--- src/rtl/wb_semaphore_client_if.sv ---
`default_nettype none
// ============================================================================
// Module      : wb_semaphore_client_if
// Description : Wishbone bus bundle between a semaphore client and the slave.
// Revision    : 1.0 - initial release
// ============================================================================
interface wb_semaphore_client_if #(
  parameter int DBUS_WIDTH = 32
);
  logic                  wb_cyc_o;
  logic                  wb_stb_o;
  logic                  wb_we_o;
  logic [2:0]            wb_adr_o;
  logic [DBUS_WIDTH-1:0] wb_dat_o;
  logic [DBUS_WIDTH-1:0] wb_dat_i;
  logic                  wb_ack_i;

  modport master (
    output wb_cyc_o, wb_stb_o, wb_we_o, wb_adr_o, wb_dat_o,
    input  wb_dat_i, wb_ack_i
  );

  modport slave (
    input  wb_cyc_o, wb_stb_o, wb_we_o, wb_adr_o, wb_dat_o,
    output wb_dat_i, wb_ack_i
  );
endinterface
`default_nettype wire

--- src/rtl/wb_semaphore_client.sv ---
`default_nettype none
// ============================================================================
// Module      : wb_semaphore_client
// Description : Wishbone master acquiring/releasing one semaphore lock with
//               fixed-backoff polling, retry budget and ack timeout.
// Revision    : 1.0 - initial release
// ============================================================================
module wb_semaphore_client #(
  parameter int DBUS_WIDTH = 32,
  parameter int BACKOFF    = 16,
  parameter int MAX_TRIES  = 0,
  parameter int ACK_TMO    = 255
) (
  input  logic                 wb_clk_i,
  input  logic                 wb_rst_i,
  input  logic                 acq_req_i,
  input  logic [2:0]           sem_sel_i,
  output logic                 acq_grant_o,
  output logic                 busy_o,
  output logic                 fail_o,
  wb_semaphore_client_if.master bus
);

  localparam int c_bo_w  = $clog2(BACKOFF + 1);
  localparam int c_tmo_w = $clog2(ACK_TMO + 1);
  localparam logic [c_bo_w-1:0]  c_bo_last  = c_bo_w'(BACKOFF - 1);
  localparam logic [c_tmo_w-1:0] c_tmo_last = c_tmo_w'(ACK_TMO - 1);
  localparam logic [15:0]        c_max_tries = 16'(MAX_TRIES);

  typedef enum logic [2:0] {
    S_IDLE = 3'd0,
    S_POLL = 3'd1,
    S_WAIT = 3'd2,
    S_HELD = 3'd3,
    S_REL  = 3'd4,
    S_FAIL = 3'd5
  } state_t;

  state_t              r_state;
  logic                r_cyc;
  logic                r_we;
  logic [2:0]          r_adr;
  logic                r_grant;
  logic                r_busy;
  logic                r_fail;
  logic [15:0]         r_tries;
  logic [c_bo_w-1:0]   r_bo;
  logic [c_tmo_w-1:0]  r_tmo;

  logic [15:0]         w_tries_inc;
  logic                w_exhausted;

  assign w_tries_inc = (r_tries == 16'hFFFF) ? r_tries : r_tries + 16'd1;
  assign w_exhausted = (MAX_TRIES != 0) && (w_tries_inc == c_max_tries);

  always_ff @(posedge wb_clk_i or negedge wb_rst_i) begin
    if (!wb_rst_i) begin
      r_state <= S_IDLE;
      r_cyc   <= 1'b0;
      r_we    <= 1'b0;
      r_adr   <= 3'd0;
      r_grant <= 1'b0;
      r_busy  <= 1'b0;
      r_fail  <= 1'b0;
      r_tries <= 16'd0;
      r_bo    <= '0;
      r_tmo   <= '0;
    end else begin
      case (r_state)
        S_IDLE: begin
          if (acq_req_i) begin
            r_adr   <= sem_sel_i;
            r_tries <= 16'd0;
            r_tmo   <= '0;
            r_cyc   <= 1'b1;
            r_we    <= 1'b0;
            r_busy  <= 1'b1;
            r_state <= S_POLL;
          end
        end
        S_POLL: begin
          if (bus.wb_ack_i) begin
            r_cyc <= 1'b0;
            if (!bus.wb_dat_i[0]) begin
              if (acq_req_i) begin
                r_grant <= 1'b1;
                r_state <= S_HELD;
              end else begin
                // Lock won but no longer wanted: hand it straight back.
                r_tmo   <= '0;
                r_state <= S_REL;
              end
            end else begin
              r_tries <= w_tries_inc;
              if (w_exhausted) begin
                r_fail  <= 1'b1;
                r_state <= S_FAIL;
              end else if (!acq_req_i) begin
                r_busy  <= 1'b0;
                r_state <= S_IDLE;
              end else begin
                r_bo    <= '0;
                r_state <= S_WAIT;
              end
            end
          end else if (r_tmo == c_tmo_last) begin
            r_cyc   <= 1'b0;
            r_fail  <= 1'b1;
            r_state <= S_FAIL;
          end else begin
            r_tmo <= r_tmo + 1'b1;
          end
        end
        S_WAIT: begin
          if (!acq_req_i) begin
            r_busy  <= 1'b0;
            r_state <= S_IDLE;
          end else if (r_bo == c_bo_last) begin
            r_tmo   <= '0;
            r_cyc   <= 1'b1;
            r_state <= S_POLL;
          end else begin
            r_bo <= r_bo + 1'b1;
          end
        end
        S_HELD: begin
          if (!acq_req_i) begin
            r_grant <= 1'b0;
            r_tmo   <= '0;
            r_cyc   <= 1'b1;
            r_we    <= 1'b1;
            r_state <= S_REL;
          end
        end
        S_REL: begin
          // Entered straight from a poll ack the bus is still idle; launch here.
          if (!r_cyc) begin
            r_cyc <= 1'b1;
            r_we  <= 1'b1;
          end else if (bus.wb_ack_i) begin
            r_cyc   <= 1'b0;
            r_we    <= 1'b0;
            r_busy  <= 1'b0;
            r_state <= S_IDLE;
          end else if (r_tmo == c_tmo_last) begin
            r_cyc   <= 1'b0;
            r_we    <= 1'b0;
            r_fail  <= 1'b1;
            r_state <= S_FAIL;
          end else begin
            r_tmo <= r_tmo + 1'b1;
          end
        end
        S_FAIL: begin
          r_fail  <= 1'b0;
          r_busy  <= 1'b0;
          r_state <= S_IDLE;
        end
        default: begin
          r_cyc   <= 1'b0;
          r_we    <= 1'b0;
          r_grant <= 1'b0;
          r_busy  <= 1'b0;
          r_fail  <= 1'b0;
          r_state <= S_IDLE;
        end
      endcase
    end
  end

  assign acq_grant_o  = r_grant;
  assign busy_o       = r_busy;
  assign fail_o       = r_fail;
  assign bus.wb_cyc_o = r_cyc;
  assign bus.wb_stb_o = r_cyc;
  assign bus.wb_we_o  = r_we;
  assign bus.wb_adr_o = r_adr;
  assign bus.wb_dat_o = {DBUS_WIDTH{1'b0}};

endmodule
`default_nettype wire
--- src/flat_wrapper.sv ---
// flat-port wrapper written by rule: the top's interface ports become plain ports
module wb_semaphore_client_flat 
#(
  parameter int DBUS_WIDTH = 32,
  parameter int BACKOFF    = 16,
  parameter int MAX_TRIES  = 0,
  parameter int ACK_TMO    = 255
)
  (wb_clk_i, wb_rst_i, acq_req_i, sem_sel_i, acq_grant_o, busy_o, fail_o, bus_wb_cyc_o, bus_wb_stb_o, bus_wb_we_o, bus_wb_adr_o, bus_wb_dat_o, bus_wb_dat_i, bus_wb_ack_i);
  wb_semaphore_client_if #(.DBUS_WIDTH(DBUS_WIDTH)) bus_i ();
  input  logic wb_clk_i;
  input  logic wb_rst_i;
  input  logic acq_req_i;
  input  logic [2:0] sem_sel_i;
  output logic acq_grant_o;
  output logic busy_o;
  output logic fail_o;
  output wire logic [$bits(bus_i.wb_cyc_o)-1:0] bus_wb_cyc_o;
  output wire logic [$bits(bus_i.wb_stb_o)-1:0] bus_wb_stb_o;
  output wire logic [$bits(bus_i.wb_we_o)-1:0] bus_wb_we_o;
  output wire logic [$bits(bus_i.wb_adr_o)-1:0] bus_wb_adr_o;
  output wire logic [$bits(bus_i.wb_dat_o)-1:0] bus_wb_dat_o;
  input wire logic [$bits(bus_i.wb_dat_i)-1:0] bus_wb_dat_i;
  input wire logic [$bits(bus_i.wb_ack_i)-1:0] bus_wb_ack_i;
  assign bus_wb_cyc_o = bus_i.wb_cyc_o;
  assign bus_wb_stb_o = bus_i.wb_stb_o;
  assign bus_wb_we_o = bus_i.wb_we_o;
  assign bus_wb_adr_o = bus_i.wb_adr_o;
  assign bus_wb_dat_o = bus_i.wb_dat_o;
  assign bus_i.wb_dat_i = bus_wb_dat_i;
  assign bus_i.wb_ack_i = bus_wb_ack_i;
  wb_semaphore_client #(.DBUS_WIDTH(DBUS_WIDTH), .BACKOFF(BACKOFF), .MAX_TRIES(MAX_TRIES), .ACK_TMO(ACK_TMO)) u_core (.wb_clk_i(wb_clk_i), .wb_rst_i(wb_rst_i), .acq_req_i(acq_req_i), .sem_sel_i(sem_sel_i), .acq_grant_o(acq_grant_o), .busy_o(busy_o), .fail_o(fail_o), .bus(bus_i));
endmodule
--- config.mk ---
export PLATFORM = sky130hd
export DESIGN_NAME = wb_semaphore_client_flat
export DESIGN_NICKNAME = d
export VERILOG_FILES = /design/src/rtl/wb_semaphore_client_if.sv /design/src/rtl/wb_semaphore_client.sv /design/src/flat_wrapper.sv
export SDC_FILE = /design/constraint.sdc
export NUM_CORES = 1
export LEC_CHECK = 0
export BUFFER_PORTS_ARGS = -buffer_cell sky130_fd_sc_hd__buf_2
export CORE_MARGIN = 4
export CORE_UTILIZATION = 50
export DETAILED_ROUTE_END_ITERATION = 8
export PLACE_DENSITY = 0.84
export REMOVE_ABC_BUFFERS = 1
export SETUP_SLACK_MARGIN = 0.4
export SKIP_CTS_REPAIR_TIMING = 1
export SLEW_MARGIN = 20
export SYNTH_ARGS = -nofsm -noshare
export SYNTH_HDL_FRONTEND = slang
export SYNTH_SLANG_ARGS = --single-unit
--- constraint.sdc ---
create_clock -name wb_clk_i -period 4.5 [get_ports wb_clk_i]
set_clock_uncertainty 0.05 [all_clocks]
set_input_delay 0.675 -clock wb_clk_i [delete_from_list [all_inputs] [get_ports wb_clk_i]]
set_output_delay 0.675 -clock wb_clk_i [all_outputs]
set_load 0.005 [all_outputs]
# After elaboration in Yosys (flattened, before gate mapping)
# Index checks and enable logic that the tools add are counted.
# totals
ff_bits,24
in_bits,39
out_inout_bits,41
word_cells,109
# classes
add_sub_neg,2
n_eq_ne,23
muxes,55
n_bitwise,5
reduce_logical,15
# ops
op,n
2-to-1 mux 8 bit,9
case mux 8 bit (5 select lines),1
2-to-1 mux 3 bit,10
2-to-1 mux 5 bit,5
2-to-1 mux 1 bit,22
inequality test 2 bit (second input constant),10
AND reduction 6 bit,3
case mux 3 bit (5 select lines),1
case mux 5 bit (2 select lines),1
adder 8 x 1 -> 8 bit (second input constant),1
equality test 8 bit (second input constant),1
AND reduction 4 bit,2
AND reduction 7 bit,1
equality test 3 x 2 -> 1 bit (second input constant),2
equality test 3 bit (second input constant),2
inequality test 3 x 2 -> 1 bit (second input constant),2
case mux 1 bit (3 select lines),2
case mux 1 bit (6 select lines),1
OR reduction 3 bit,2
adder 5 x 1 -> 5 bit (second input constant),1
equality test 5 x 4 -> 1 bit (second input constant),1
inverter 1 bit,5
case mux 1 bit (5 select lines),1
AND reduction 5 bit,1
11 further kinds,13

# Depth between registers and ports, before layout
# Gate-level depths: netlist of the first run.
# logic_depth
ltp_word,5
depth_mapped,8
depth_no_buf,8

# Worst setup path before layout of the first run
# OpenSTA, ideal clock, no wires.
# synth_timing
path_kind,register to register
startpoint,register u_core.r_bo[0]
endpoint,register u_core.r_bo[3]
setup_time_ps,65
arrival_ps,1907
required_ps,4385
setup_slack_ps,2477
path_stages_with_launch,9
n_path_buf,0
synth_period_minus_slack_ps,2023
path_cell_list,dfrtp_1 ha_1 and3_1 ha_1 or3b_1 a21o_1 nor3_1 a21o_1 a22o_1
# synth_between
elab_chain_cells,4
elab_cells_between_ends,7
classes_between,add/sub (1); eq/ne (2); mux (3); reduce/logical (1)
# synth_lines
item,line_no,text
from (decl),wb_semaphore_client.sv:47,logic [c_bo_w-1:0] r_bo;
from (signal assigned),wb_semaphore_client.sv:123,r_bo <= r_bo + 1'b1;
adder 5 x 1 -> 5 bit,wb_semaphore_client.sv:123,
2-to-1 mux 5 bit,wb_semaphore_client.sv:118,end else if (r_bo == c_bo_last) begin
2-to-1 mux 5 bit,wb_semaphore_client.sv:115,if (!acq_req_i) begin
case mux 5 bit (2 select lines),wb_semaphore_client.sv:69,case (r_state)
# Parallel ways exist; a longest one is shown, timed or not. The select of a mux whose other input is x is not followed.
# A chain may end at the register's enable or synchronous reset.

# Worst setup path in the final report of the first run
# layout_timing
startpoint,register u_core.r_state[0]
endpoint,register u_core.r_tmo[4]
# layout_between
elab_chain_cells,3
elab_cells_between_ends,14
classes_between,eq/ne (10); mux (1); reduce/logical (3)
# layout_lines
item,line_no,text
from (decl),wb_semaphore_client.sv:39,state_t r_state;
from (signal assigned),wb_semaphore_client.sv:58,r_state <= S_IDLE;
from (signal assigned),wb_semaphore_client.sv:78,r_state <= S_POLL;
from (signal assigned),wb_semaphore_client.sv:87,r_state <= S_HELD;
"equality test 3 x 1 -> 1 bit, or another cell as far along",wb_semaphore_client.sv:69,
"inequality test 3 bit (no source line), or another cell as far along",-,
AND reduction 7 bit (no source line),-,
to (signal assigned),wb_semaphore_client.sv:111,r_tmo <= r_tmo + 1'b1;
to (signal assigned),wb_semaphore_client.sv:151,r_tmo <= r_tmo + 1'b1;
to (decl),wb_semaphore_client.sv:48,logic [c_tmo_w-1:0] r_tmo;
# Parallel ways exist; a longest one is shown, timed or not.

==> impl_metrics.tcl, run 1 <==
set metrics [dict create \
    worstHoldPathType "in -> async" \
    vias_per_cell 5.572 \
    synthMuxAreaShare_pct 1.833 \
    slew_viol_final 0 \
    drive_gt1_share_pct 12.17 \
    grt_use_total_pct 16.30 \
    cts_root_buf "clkbuf_8" \
    ios 80 \
    synth_fa_ha_area_share_pct 2.716 \
    worstSetupPathType "reg -> reg" \
    nFillCells 315 \
    synth_warnings 0 \
    worstPathRequired_ns 4.65 \
    die_area_um2 4721 \
    fin_nets 274 \
    clk_latency_ns 0.27 \
    num_vias 1538 \
    grt_start_max_net_pins 28 \
    fin_crit_sh_pct 58.88 \
    hold_slack_ns 0.3169 \
    synth_top_family_by_area "compound AO/OA/AOI/OAI gates" \
    hold_violations 0 \
    rsz0062_at_grt "false" \
    ir_worst_vdd_mv 0.3048 \
    end_kind "flip-flop" \
    place_congestion 0.9190 \
    p_leak_nw 0.8069 \
    synth.avg_cell_area_um2 8.302 \
    setup_viol_count_final 0 \
    routedWlPerCell_um 13.19 \
    antenna_cells 0 \
    met2WireLength_um 1665 \
    initial_core_util_pct 53.54 \
    status "complete, no violations" \
    postLayoutCellArea_um2 1859 \
    grt_pass1_vias 1305 \
    tritoncts "built" \
    coreArea_um2 3442 \
    gr-total-overflow 0 \
    setup-tns-final_ns 0 \
    layout_setup_ws_ns 1.851 \
    synth-compound-area-share_pct 23.76 \
    yosysTopAreaCell "dfrtp_1" \
    area_growth_pct 0.8824 \
    synth_cell_types 47 \
    async_flop_share_pct 100.0 \
    ant_nets 0 \
    dp_hpwl_um 2618 \
    placed_area_um2 1804 \
    drt-total-wl_um 3640 \
    cts_buffers 3 \
    syn_inst 222 \
    ys_ff_latch 24 \
    critical_path_arrival_ns 2.80 \
    r2r_cells 5 \
    die_height_um 68.71 \
    htree_num_levels 1 \
    slew_headroom_pct 49.94 \
    post-synth-top-count-cell "buf_4" \
    synth_edf_count 0 \
    synth-main-ff-cell "dfrtp_1" \
    drt_iter0_drc 99 \
    dr.max_layer_used "met4" \
    synth.area.top_cells "dfrtp_1 33%, buf_4 14%, a21oi_1 5.7%" \
    clock_sinks 24 \
    fmax_mhz 377.4 \
    powerDensity_nw_per_um2 522.1 \
    ys_top_cells_by_count "34 x buf_4, 24 x dfrtp_1, 21 x a21oi_1" \
    rows 21 \
    cp-start-kind "flip-flop" \
    antenna_found_initial 0 \
    place_ws_ns 1.909 \
    critPathMaxFanout 20 \
    remaining_drc_errors 0 \
    clk_pin_slew_ns 0.08 \
    grt_first_pass_wirelength_um 5927 \
    wl_met1_um 1613 \
    max_cap_violations 0 \
    die_w_um 68.71 \
    synth_area_um2 1843 \
    utilization_pct 54.02 \
    wl_met3_um 299 \
    worst_pin_slew_ns 0.7494 \
    synth-simple-area-share_pct 20.37 \
    synth-xor-area-share_pct 0 \
    post-synth-top-area-fraction_pct 32.59 \
    io_buffers 16 \
    min_period_ns 2.649 \
    drtPass1Iterations 4 \
    ctsLongestPathBuffers 2 \
    seq_area_frac_synth_pct 32.59 \
]
## stage by stage
stage,cells,power (mW)
2_1_floorplan,210,0.6868
5_1_grt,276,1.056
4_1_cts,276,0.9717
6_report,276,0.9707
3_5_place_dp,272,0.8179
3_3_place_gp,272,0.8030
## state kept, by name (all words and copies together), names as in the netlist
name,cells
u_core.r_tmo,8
u_core.r_bo,5
u_core.bus.wb_adr_o,3
u_core.r_state,3
u_core.acq_grant_o,1
u_core.bus.wb_cyc_o,1
u_core.bus.wb_we_o,1
u_core.busy_o,1
u_core.fail_o,1
## cells in the final DEF (no fill, tap or decap), drive strengths merged, types with 9 or more instances in the layout
cell type   n
nor3        9
dfrtp      24
nor2       10
inv        13
nand2      16
buf        16
o21ai      14
a21oi      21
conb       32
## worst max-delay path: stages (launching register included)
cell and delay (ns):
dfrtp_1 0.74, nor2b_1 0.69, o21ai_1 0.25, nor4b_4 0.54, a41oi_1 0.17, a21oi_1 0.14
## kinds of logic after synthesis
| group | after synthesis |
|---|---|
| AOI/OAI and AO/OA | 67 |
| adders and majority gates | 4 |
| buffers and inverters | 56 |
| DFF | 24 |
| muxes | 3 |
| other | 1 |
| and+or+nand+nor | 67 |
## final cells by class
| class | count | area (um2) | share of cell area, % |
|---|---|---|---|
| multi-input combinational | 173 | 1017 | 54.71 |
| sequential | 24 | 600.6 | 32.30 |
| timing repair buffer | 16 | 80.08 | 4.307 |
| tap | 46 | 57.56 | 3.096 |
| clock buffer | 4 | 55.05 | 2.961 |
| inverter | 13 | 48.80 | 2.624 |
## path summary, 6_finish.rpt
path	end	slack (ns)	from
max	u_core.r_tmo[4]	1.85	u_core.r_state[0]
min	u_core.r_tmo[7]	0.32	wb_rst_i
max reg2reg	u_core.r_tmo[4]	1.85	u_core.r_state[0]
min reg2reg	u_core.r_bo[4]	0.44	u_core.r_bo[4]
max in group asynchronous	u_core.r_bo[2]	3.74	wb_rst_i
min in group wb_clk_i	u_core.r_bo[4]	0.44	u_core.r_bo[4]
## where the power goes
| group | leakage (nW) | switching, mW | internal, mW |
|---|---|---|---|
| registers | 0.311 | 0.102 | 0.276 |
| clock network | 0.0288 | 0.0710 | 0.0783 |
| logic | 0.467 | 0.250 | 0.194 |
## layer usage
metal	global-route usage (%)	vias to the layer above
li1	-	747
met1	22.70	725
met2	25.51	61
met3	2.107	5
met4	6.569	0
met5	0	-
Note: power is estimated with default switching activity, not from simulation.
==> run 2: changes to the inputs <==
Settings changed: ABC_AREA from default to 1, CORE_UTILIZATION 50 to 49, PLACE_DENSITY 0.84 to 0.81.
Clock period 4.5 ns to 2.45 ns, I/O delays scaled along.
==> run 2 against run 1 <==
Total power up 95%. Sequential cell count unchanged. Global-route usage up 0.32 points. Final area up 8.7%. Register-to-register slack worse by 1.2 ns. Count of clock-buffer cells in the layout down 1. Combinational power up 110%. Critical path depth up 5. Worst setup slack worse by 1.2 ns. Core utilization down 0.43 points. Critical endpoint is now u_core.r_tmo[1]. Largest power group unchanged. Highest routed layer unchanged.
==> impl_metrics.tcl, run 2 <==
set metrics [dict create \
    antenna_cells 0 \
    slew_headroom_pct 65.10 \
    fmax_mhz 566.8 \
    post-synth-top-count-cell "nand2_1" \
    worst_pin_slew_ns 0.5234 \
    syn_inst 280 \
    timing.rr.start "u_core.r_bo[0]" \
    drive_gt1_share_pct 17.63 \
    cp-start-kind "flip-flop" \
    routedWlPerCell_um 11.41 \
    antenna_found_initial 0 \
    async_flop_share_pct 100.0 \
    instances_no_fill 343 \
    top_register "u_core.r_tmo" \
    largest_reg_flops 8 \
    ys_top_cells_by_count "97 x nand2_1, 33 x buf_4, 24 x dfrtp_1" \
    coreArea_um2 3771 \
    remaining_drc_errors 0 \
    postLayoutCellArea_um2 2021 \
    hold_violations 0 \
    rsz0062_at_grt "false" \
    ios 80 \
    area.sequential_um2 600.6 \
    power_mw 1.892 \
    synth_edf_count 0 \
    fin_crit_sh_pct 72.01 \
    die_height_um 71.38 \
    seq_area_frac_synth_pct 30.51 \
    initial_core_util_pct 52.19 \
    r2r_slack_ns 0.69 \
    grt_start_max_net_pins 25 \
    io_buffers 16 \
    num_vias 1719 \
    nFillCells 353 \
    ant_nets 0 \
    setup-tns-final_ns 0 \
    critPathMaxFanout 8 \
    synth_cell_types 32 \
    grt_pass1_vias 1620 \
    yosysTopAreaCell "dfrtp_1" \
    synth.area.top_cells "dfrtp_1 31%, nand2_1 18%, buf_4 13%" \
    die_w_um 71.38 \
    grt_first_pass_wirelength_um 7079 \
    clk_latency_ns 0.27 \
    final_common_cell "nand2_1" \
    htree_num_levels 1 \
    ctsLongestPathBuffers 2 \
    ys_ff_latch 24 \
    multi_input_area_um2 1112 \
    worstSetupPathType "reg -> reg" \
    final_cell_mix "97 x nand2_1, 32 x conb_1, 24 x dfrtp_1" \
    r2r_end "u_core.r_tmo[1]" \
    p_leak_nw 1.149 \
    powerDensity_nw_per_um2 936.4 \
    post-synth-top-area-fraction_pct 30.51 \
    fin_nets 339 \
    end_kind "flip-flop" \
    drtPass1Iterations 4 \
    slew_viol_final 0 \
    synth.avg_cell_area_um2 7.029 \
    dp.cells 339 \
    synth-main-ff-cell "dfrtp_1" \
    cts_root_buf "clkbuf_8" \
    clock_sinks 24 \
    rows 22 \
    vias_per_cell 5.012 \
    clk_pin_slew_ns 0.09 \
    die_area_um2 5094 \
    drt_iter0_drc 80 \
    tritoncts "built" \
    critical_path_arrival_ns 1.93 \
    grt_use_total_pct 16.63 \
    max_cap_violations 0 \
    place_congestion 0.9316 \
    dp_hpwl_um 3058 \
    ir_worst_vdd_mv 0.6341 \
    status "complete, no violations" \
    min_period_ns 1.764 \
    r2r_cells 10 \
    worstPathRequired_ns 2.61 \
    placed_area_um2 1949 \
    synth_warnings 0 \
    synth_area_um2 1968 \
    top_regs "u_core.r_tmo x8, u_core.r_bo x5" \
    setup_viol_count_final 0 \
    worstHoldPathType "in -> async" \
    area_growth_pct 2.670 \
    gr-total-overflow 0 \
    drt-total-wl_um 3914 \
    cts_buffers 3 \
]
## run 2: cell types whose count changed after synthesis, sizes merged, moves of 12 or more
cell and change:
nand2 +88, nand3 +18, a21oi -16, nor2 +13, inv +12
## run 2: how the worst max path moves through the flow
| stage | slack, ns | cells past startpoint | start | to |
|---|---|---|---|---|
| 2_1_floorplan | 0.92 | 10 | u_core.r_bo[0] | u_core.r_state[2] |
| 6_report | 0.69 | 10 | u_core.r_bo[0] | u_core.r_tmo[1] |
| 3_3_place_gp | 0.73 | 10 | u_core.r_bo[0] | u_core.r_tmo[1] |
| 3_5_place_dp | 0.68 | 10 | u_core.r_bo[0] | u_core.r_tmo[6] |
| 4_1_cts | 0.66 | 10 | u_core.r_bo[0] | u_core.r_tmo[1] |
| 5_1_grt | 0.46 | 10 | u_core.r_bo[0] | u_core.r_tmo[2] |
## run 2: final cells by class
cell class / count / area share (%)
Multi-Input combinational cell: 226 / 55.05
Sequential cell: 24 / 29.72
Inverter: 25 / 4.768
Timing Repair Buffer: 16 / 3.963
Tap cell: 48 / 2.972
Clock buffer: 3 / 2.043
Clock inverter: 1 / 1.486
## run 2: report_power, final
| part | internal (mW) | leakage [nW] | switching, mW |
|---|---|---|---|
| Sequential | 0.500 | 0.318 | 0.113 |
| Clock | 0.218 | 0.0357 | 0.131 |
| Combinational | 0.330 | 0.795 | 0.600 |
| Total | 1.05 | 1.15 | 0.844 |
## run 2: metrics by stage
stage	hold slack, ns	utilization [%]	worst slack (ns)
floorplan	0.02191	-	0.9172
global placement	0.3236	51.69	0.7328
detailed placement	0.3265	51.69	0.6849
CTS	0.03073	53.58	0.6621
global route	0.04900	53.58	0.4602
finish	0.01600	53.58	0.6858
## run 2: layer usage
metal	track usage (%)	vias to the layer above	wire, um
met5	0	-	0
met4	6.263	0	46
met1	21.89	773	1697
li1	-	860	-
met2	27.86	82	1831
met3	1.964	4	338
## run 2: cells by family after synthesis
family	count (synthesis)	synth area share, %
DFF	24	30.52
AOI/OAI and AO/OA	24	7.184
xor gates and xnor gates	1	0.4451
buffers and inverters	61	18.88
muxes	4	2.225
other	1	0.1905
and+or+nand+nor	161	38.02
adders and majority gates	4	2.543
## run 2: worst max-delay path: stages (launching register included)
cell     delay (ns)
dfrtp_1        0.40
ha_1           0.17
nand2_1        0.07
nor2_1         0.10
ha_1           0.21
inv_1          0.08
o21ai_2        0.15
nand3_2        0.12
nor2_4         0.21
nand2_1        0.08
nand2_1        0.07
==> run 3: changes to the inputs <==
Settings changed: ABC_AREA 1 to 0, CORE_UTILIZATION 49 to 43, PLACE_DENSITY 0.81 to 0.76.
Clock period 2.45 ns to 1.6 ns, I/O delays scaled along.
==> run 3 against run 2 <==
The flow now finishes with violations (setup timing). Core utilization rose by 7.6 points. Sequential power rose by 49%. Fmax fell by 14%. Hold slack improved by 0.13 ns. Final area increased by 24%. Final cell count down 2.0%. Critical path type unchanged. Largest cell class unchanged. Largest power group unchanged. Highest routed layer unchanged.
==> impl_metrics.tcl, run 3 (synthesized netlist as in run 1, its figures left out) <==
set metrics [dict create \
    ctsLongestPathBuffers 2 \
    worstSetupPathType "reg -> reg" \
    slew_viol_final 0 \
    grt_start_max_net_pins 25 \
    utilization_pct 61.21 \
    cpLargestDelayFamily "simple AND/OR/NAND/NOR gates" \
    critical_path_arrival_ns 2.21 \
    cts_root_buf "clkbuf_8" \
    max_cap_violations 0 \
    cpPeakStageDelay_ns 0.41 \
    largest_reg_flops 8 \
    remaining_drc_errors 0 \
    clk_pin_slew_ns 0.09 \
    end_kind "flip-flop" \
    violations "setup timing" \
    die_area_um2 5398 \
    vias_per_cell 5.426 \
    antenna_cells 0 \
    top_regs "u_core.r_tmo x8, u_core.r_bo x5" \
    crit_buf_inv 0 \
    grt_pass1_vias 1616 \
    routedWlPerCell_um 15.31 \
    slew_headroom_pct 62.47 \
    min_period_ns 2.044 \
    num_vias 1823 \
    tritoncts "built" \
    setup_viol_count_final 22 \
    crit_start "u_core.r_bo[0]" \
    ir_worst_vdd_mv 0.9032 \
    grt.met2_usage_pct 25.59 \
    drive_gt1_share_pct 40.21 \
    powerDensity_nw_per_um2 1541 \
    grt_use_total_pct 16.53 \
    fin_nets 330 \
    drt_iter0_drc 179 \
    drt-total-wl_um 5144 \
    coreArea_um2 4086 \
    worstHoldPathType "in -> reg" \
    timing.rr.start "u_core.r_bo[0]" \
    cp-start-kind "flip-flop" \
    final_common_cell "buf_4" \
    clock_sinks 24 \
    initial_core_util_pct 45.10 \
    ios 80 \
    gr-total-overflow 0 \
    htree_num_levels 1 \
    clk_latency_ns 0.27 \
    status "complete, but fails checks" \
    hold_start "sem_sel_i[1]" \
    grt_busiest_layer "met2" \
    power_mw 3.855 \
    fmax_mhz 489.2 \
    die_w_um 73.47 \
    p_leak_nw 1.126 \
    worst_pin_slew_ns 0.5630 \
    cp_cell_sequence "ha_2 > and3_4 > ha_4 > or3b_4 > a21o_4 > nor3_2 > a21o_1 > a22o_1" \
    worstPathRequired_ns 1.76 \
    top_register "u_core.r_tmo" \
    r2r_end "u_core.r_bo[3]" \
    antenna_found_initial 0 \
    io_buffers 16 \
    ant_nets 0 \
    place_congestion 0.9234 \
    fin_crit_sh_pct 127.8 \
    rows 23 \
    hold_violations 0 \
    die_height_um 73.47 \
    met1_usage_pct 24.02 \
    worstSetupEndpoint "u_core.r_bo[3]" \
    met3_usage_pct 1.642 \
    worst_path_max_delay_cell "dfrtp_1" \
    r2r_slack_ns -0.44 \
    cts_buffers 3 \
    critPathMaxFanout 6 \
    area_growth_pct 35.71 \
    r2r_cells 8 \
    grt_first_pass_wirelength_um 7258 \
    rsz0062_at_grt "true" \
    drtPass1Iterations 4 \
    final_cell_mix "51 x buf_4, 32 x conb_1, 23 x dfrtp_1, 17 x a21oi_1, 14 x buf_2" \
    layout_setup_ws_ns -0.4441 \
    crit_cells 8 \
    dp_hpwl_um 3338 \
]
-- run 3: cell count changes in the layout (fill, tap and decap cells not counted), sizes merged, moves of 12 or more --
cell and change:
a21oi +16, nand3 -18, buf +54, inv -12, nand2 -88, nor2 -13
-- run 3: layer usage --
metal | wire length (um) | part of all wire, % | vias up
met3 | 307 | 6.0 | 6
met2 | 2551 | 50 | 92
li1 | - | - | 860
met1 | 2212 | 43 | 865
met5 | 0 | 0 | -
met4 | 72 | 1.4 | 0
-- run 3: stage by stage --
step	hold WS, ns	setup TNS [ns]	std cells	setup slack, ns	cell area (um2)
floorplan	-0.1056	-6.339	210	-0.5875	1667
global placement	0.2099	-5.368	320	-0.4337	2140
detailed placement	0.2086	-6.460	320	-0.4978	2140
CTS	-0.08784	-7.071	324	-0.5244	2211
global route	0.1426	-7.462	336	-0.5421	2501
finish	0.1437	-5.336	336	-0.4441	2501
-- run 3: worst min-delay path by stage --
stage | to | depth (start not counted)
floorplan | u_core.acq_grant_o | 0
global placement | u_core.r_tmo[5] | 1
detailed placement | u_core.r_tmo[5] | 1
CTS | u_core.r_tmo[5] | 1
global route | u_core.bus.wb_adr_o[2] | 2
finish | u_core.bus.wb_adr_o[1] | 2
-- run 3: where the power goes --
group	internal, mW	leakage, nW	switching (mW)
clock	0.335	0.0357	0.208
sequential	0.781	0.309	0.131
combinational	1.19	0.781	1.21
total	2.31	1.13	1.54
-- run 3: area by class of cell --
cell class,count,area [um2]
timing repair buffer,72,524.3
fill,335,1585
tap,50,62.56
sequential,24,601.8
clock inverter,1,30.03
multi-input combinational,173,1192
inverter,13,48.80
clock buffer,3,41.29
